File: src/rtl/mesh_local_port.sv
// Router-side endpoint of the PE<->mesh local port.
// Buffers PE flits toward the router and router flits toward the PE.
module mesh_local_port #(
  parameter int FLIT_LENGTH = 72,
  parameter int IN_DEPTH    = 4,
  parameter int OUT_DEPTH   = 4
) (
  input  logic                   clk,
  input  logic                   rst,
  input  logic [2:0]             lx,
  input  logic [2:0]             ly,
  input  logic                   reqin,
  output logic                   ackin,
  input  logic [FLIT_LENGTH-1:0] datain,
  output logic                   reqout,
  input  logic                   ackout,
  output logic [FLIT_LENGTH-1:0] dataout,
  output logic                   inj_valid,
  input  logic                   inj_ready,
  output logic [FLIT_LENGTH-1:0] inj_flit,
  input  logic                   ej_valid,
  output logic                   ej_ready,
  input  logic [FLIT_LENGTH-1:0] ej_flit,
  output logic [15:0]            cnt_in,
  output logic [15:0]            cnt_out
);

  localparam int W  = FLIT_LENGTH;
  localparam int IA = $clog2(IN_DEPTH);
  localparam int OA = $clog2(OUT_DEPTH);

  logic [W-1:0] in_mem  [IN_DEPTH];
  logic [W-1:0] out_mem [OUT_DEPTH];
  logic [IA:0]  in_wp, in_rp;
  logic [OA:0]  out_wp, out_rp;

  logic         in_empty, in_full;
  logic         out_empty, out_full;
  logic [W-1:0] in_head, out_head;
  logic         is_local;
  logic         in_push, in_pop;
  logic         ej_push, lb_push;
  logic         out_push, out_pop;
  logic [W-1:0] out_din;

  assign in_empty = (in_wp == in_rp);
  assign in_full  = (in_wp[IA] != in_rp[IA]) &&
                    (in_wp[IA-1:0] == in_rp[IA-1:0]);
  assign out_empty = (out_wp == out_rp);
  assign out_full  = (out_wp[OA] != out_rp[OA]) &&
                     (out_wp[OA-1:0] == out_rp[OA-1:0]);

  assign in_head  = in_mem[in_rp[IA-1:0]];
  assign out_head = out_mem[out_rp[OA-1:0]];

  assign is_local = (in_head[W-1:W-3] == lx) &&
                    (in_head[W-4:W-6] == ly);

  assign ackin   = reqin & ~in_full & ~rst;
  assign in_push = reqin & ackin;

  assign inj_valid = ~in_empty & ~is_local;
  assign inj_flit  = in_head;

  // Router ejection always wins the single egress write port
  assign ej_ready = ~out_full;
  assign ej_push  = ej_valid & ej_ready;
  assign lb_push  = ~in_empty & is_local & ~ej_valid & ~out_full;

  assign in_pop   = (inj_valid & inj_ready) | lb_push;
  assign out_push = ej_push | lb_push;
  assign out_din  = ej_push ? ej_flit : in_head;

  assign reqout  = ~out_empty;
  assign dataout = out_empty ? '0 : out_head;
  assign out_pop = reqout & ackout;

  always_ff @(posedge clk) begin
    if (in_push) in_mem[in_wp[IA-1:0]] <= datain;
    if (out_push) out_mem[out_wp[OA-1:0]] <= out_din;
  end

  always_ff @(posedge clk or posedge rst) begin
    if (rst) begin
      in_wp   <= '0;
      in_rp   <= '0;
      out_wp  <= '0;
      out_rp  <= '0;
      cnt_in  <= '0;
      cnt_out <= '0;
    end else begin
      if (in_push) begin
        in_wp  <= in_wp + {{IA{1'b0}}, 1'b1};
        cnt_in <= cnt_in + 16'd1;
      end
      if (in_pop) in_rp <= in_rp + {{IA{1'b0}}, 1'b1};
      if (out_push) out_wp <= out_wp + {{OA{1'b0}}, 1'b1};
      if (out_pop) begin
        out_rp  <= out_rp + {{OA{1'b0}}, 1'b1};
        cnt_out <= cnt_out + 16'd1;
      end
    end
  end

endmodule

File: config.mk
export PLATFORM = sky130hd
export DESIGN_NAME = mesh_local_port
export DESIGN_NICKNAME = d
export VERILOG_FILES = /design/src/rtl/mesh_local_port.sv
export SDC_FILE = /design/constraint.sdc
export NUM_CORES = 1
export LEC_CHECK = 0
export BUFFER_PORTS_ARGS = -buffer_cell sky130_fd_sc_hd__buf_2
export CAP_MARGIN = 25
export CELL_PAD_IN_SITES_DETAIL_PLACEMENT = 2
export CELL_PAD_IN_SITES_GLOBAL_PLACEMENT = 2
export CORE_ASPECT_RATIO = 1.4
export CORE_UTILIZATION = 44
export DETAILED_ROUTE_END_ITERATION = 10
export PLACE_DENSITY = 0.87
export SYNTH_ARGS = -nofsm -noshare
export SYNTH_HDL_FRONTEND = slang
export SYNTH_SLANG_ARGS = --single-unit
File: constraint.sdc
create_clock -name clk -period 5.4 [get_ports clk]
set_input_delay 1.08 -clock clk [delete_from_list [all_inputs] [get_ports clk]]
set_output_delay 1.08 -clock clk [all_outputs]
set_load 0.01 [all_outputs]
==> flow_summary.ini <==
[clock_network]
cts_made_buffers = 59
cts_hold_buffers = 0
cts_buffer_depth = 3
postCtsSetupRepairBufs = 0
cts_resized = 0
cts_tree = done
htree_levels = 2
path_clk_slew_ns = 0.07
clock-root-buffer = clkbuf_16
clk_latency_ns = 0.62
clock-sinks = 620

[floorplanning]
die_w_um = 200
rows = 101
die_y_um = 280
initial_core_util_pct = 44.6
die-area_sq_um = 56000
ios = 336
core_sq_um = 54300

[routing]
vias = 12504
vias_per_cell = 5.54
ant_nets = 0
remaining_drc_errors = 0
wire_per_inst_um = 30.4
drtIter0Drc = 811
routed_wl_um = 68600
dr.pass1.iters = 4

[global_route]
grt_pass1_vias = 14142
grt_max_degree = 62
overflow = 0
grt_usage_pct = 24.7
grt_pass1_wl_um = 99200
antenna_found_initial = 9

[timing]
worst_slew_pin_slew_ns = 0.998
slew_viol_final = 0
hold_slack_ns = 0.489
relSlewSlack_pct = 33.5
clock.fmax_mhz = 230
hold_viol = 0
rsz0062_at_grt = false
period_minus_slack_ns = 4.35
setup_viol = 0
period_share_pct = 80.5
final.setup.tns_ns = 0
fin_skew_ns = 0.0178

[layout]
multi_input_area_sq_um = 5620
final_cell_mix = 576 x edfxtp_1, 335 x buf_2, 144 x mux4_2, 75 x mux2_2, 72 x and2_1
regArea_sq_um = 18400
n_fill_cell = 4727
final_common_cell = edfxtp_1
fin_nets = 1655
drive_gt1_share_pct = 44.7
syn_to_final_growth_pct = 18.8

[placed_design]
hpwl_um = 45900
place_congestion = 0.775
place.port_buffers = 335

[power_and_ir_drop]
p_total_mw = 17.8
power_density_nw_per_um2 = 619
leakagePower_nw = 10.1
ir_worst_vdd_mv = 0.366

[yosys]
syn_nets = 1279
synth_cell_types = 34
netlist_area_sq_um = 24200
synth-seq-cells = 620
yosysSeqAreaShare_pct = 75.9
synth.avg_cell_area_sq_um = 21.8
syn_inst = 1111
yosysWarnings = 0

[worst_setup_path]
path_max_fanout = 43
arrival_ns = 3.27
endpoint_kind = primary output
r2r-start = in_rp[0]
regToRegEndpoint = out_mem[2][22]
required_ns = 4.32
reg2reg_setup_slack_ns = 1.21
reg2regPathDepth = 6
worst_setup_path_start_kind = flop
worst-setup-path-type = flop to primary output

[hold_path]
holdCritPathClass = flop to flop
hold_path_end = in_rp[2]
hold_start = in_rp[2]
worstHoldPathCells = 1

[flow_run]
max_cap_violations = 0

[run_status]
outcome = complete, no violations
## critical path: stages, from the launching register on
cell and delay, ns:
dfrtp_4 1.01, mux4_2 0.66, xnor2_1 0.22, nand4_2 0.24, nor2_1 0.26, nor2b_1 0.08, buf_2 0.15
## registers in the layout, indices dropped and copies added, names as in the netlist
signal / cells
cnt_in: 16
cnt_out: 16
in_mem: 288
in_rp: 3
in_wp: 3
out_mem: 288
out_rp: 3
out_wp: 3
## worst max-delay path by stage
stage	startpoint	endpoint	slack, ns	depth (start not counted)
floorplan	in_rp[0]	out_mem[0][0]	1.38	6
global placement	in_rp[0]	out_mem[1][29]	1.24	6
detailed placement	in_rp[0]	out_mem[0][37]	1.00	6
CTS	out_rp[0]	dataout[42]	0.87	5
global route	out_rp[0]	dataout[42]	0.73	5
finish	in_rp[0]	inj_valid	1.05	6
## where the power goes
group,total (mW),leakage [nW],internal (mW),switching [mW]
Clock,4.09,0.891,2.25,1.83
Sequential,7.39,5.81,6.71,0.679
Combinational,6.35,3.38,2.72,3.63
## kinds of logic after synthesis
group / count (synthesis) / synth area share (%)
buf+inv: 57 / 0.950
simple gates: 145 / 3.42
xor+xnor: 50 / 1.84
fa+ha+maj: 12 / 0.620
mux: 220 / 16.9
compound gates: 7 / 0.305
flops: 620 / 75.9
## cell type report
cell class,instances,area share [%]
diodes,4,0.0348
clock buffers,73,5.46
clock inverters,34,0.991
inverters,9,0.117
multi-input cells,434,19.5
flip-flops and latches,620,64.0
well taps,721,3.13
repair buffers,363,6.76
## routing by layer
metal,up-vias,part of all wire [%],global-route usage [%]
met4,6,3.4,9.06
met2,447,54,44.1
met1,6662,38,29.8
met3,125,5.0,4.49
met5,-,0.045,0
li1,5264,-,-
## cell usage after synthesis
cell / count / area [sq um]
and4_1: 1 / 8.76
o21ai_0: 3 / 15.0
o22ai_2: 1 / 12.5
mux2_2: 75 / 845
mux2_1: 1 / 11.3
and2_4: 1 / 8.76
clkbuf_1: 30 / 113
ha_1: 12 / 150
nand2_1: 18 / 67.6
xor2_2: 1 / 16.3
buf_1: 10 / 37.5
xnor2_1: 36 / 315
inv_1: 9 / 33.8
buf_2: 7 / 35.0
nor3_1: 1 / 5.00
nand4_2: 1 / 12.5
mux4_2: 144 / 3240
edfxtp_1: 576 / 17300
buf_6: 1 / 11.3
nand3_1: 9 / 45.0
a311oi_2: 1 / 15.0
or2_2: 1 / 6.26
o31ai_4: 1 / 21.3
or3_1: 1 / 6.26
nand4_1: 10 / 62.6
xor2_1: 13 / 114
dfrtp_1: 44 / 1100
nand2_2: 1 / 6.26
and3_1: 5 / 31.3
and2_1: 79 / 494
nand3b_1: 2 / 15.0
nor2_1: 14 / 52.6
nor2b_1: 1 / 6.26
o311a_1: 1 / 10.0
## through the flow
step           util (%)  worst slack (ns)  cells  instance area (sq um)
5_1_grt            53.0             0.735   2257                  28800
6_report           53.0              1.05   2258                  28800
3_3_place_gp       49.4              1.24   2144                  26800
3_5_place_dp       49.4              1.00   2144                  26800
2_1_floorplan         -              1.38   1111                  24200
4_1_cts            52.8             0.868   2251                  28700
Note: power is estimated with default switching activity, not from simulation.
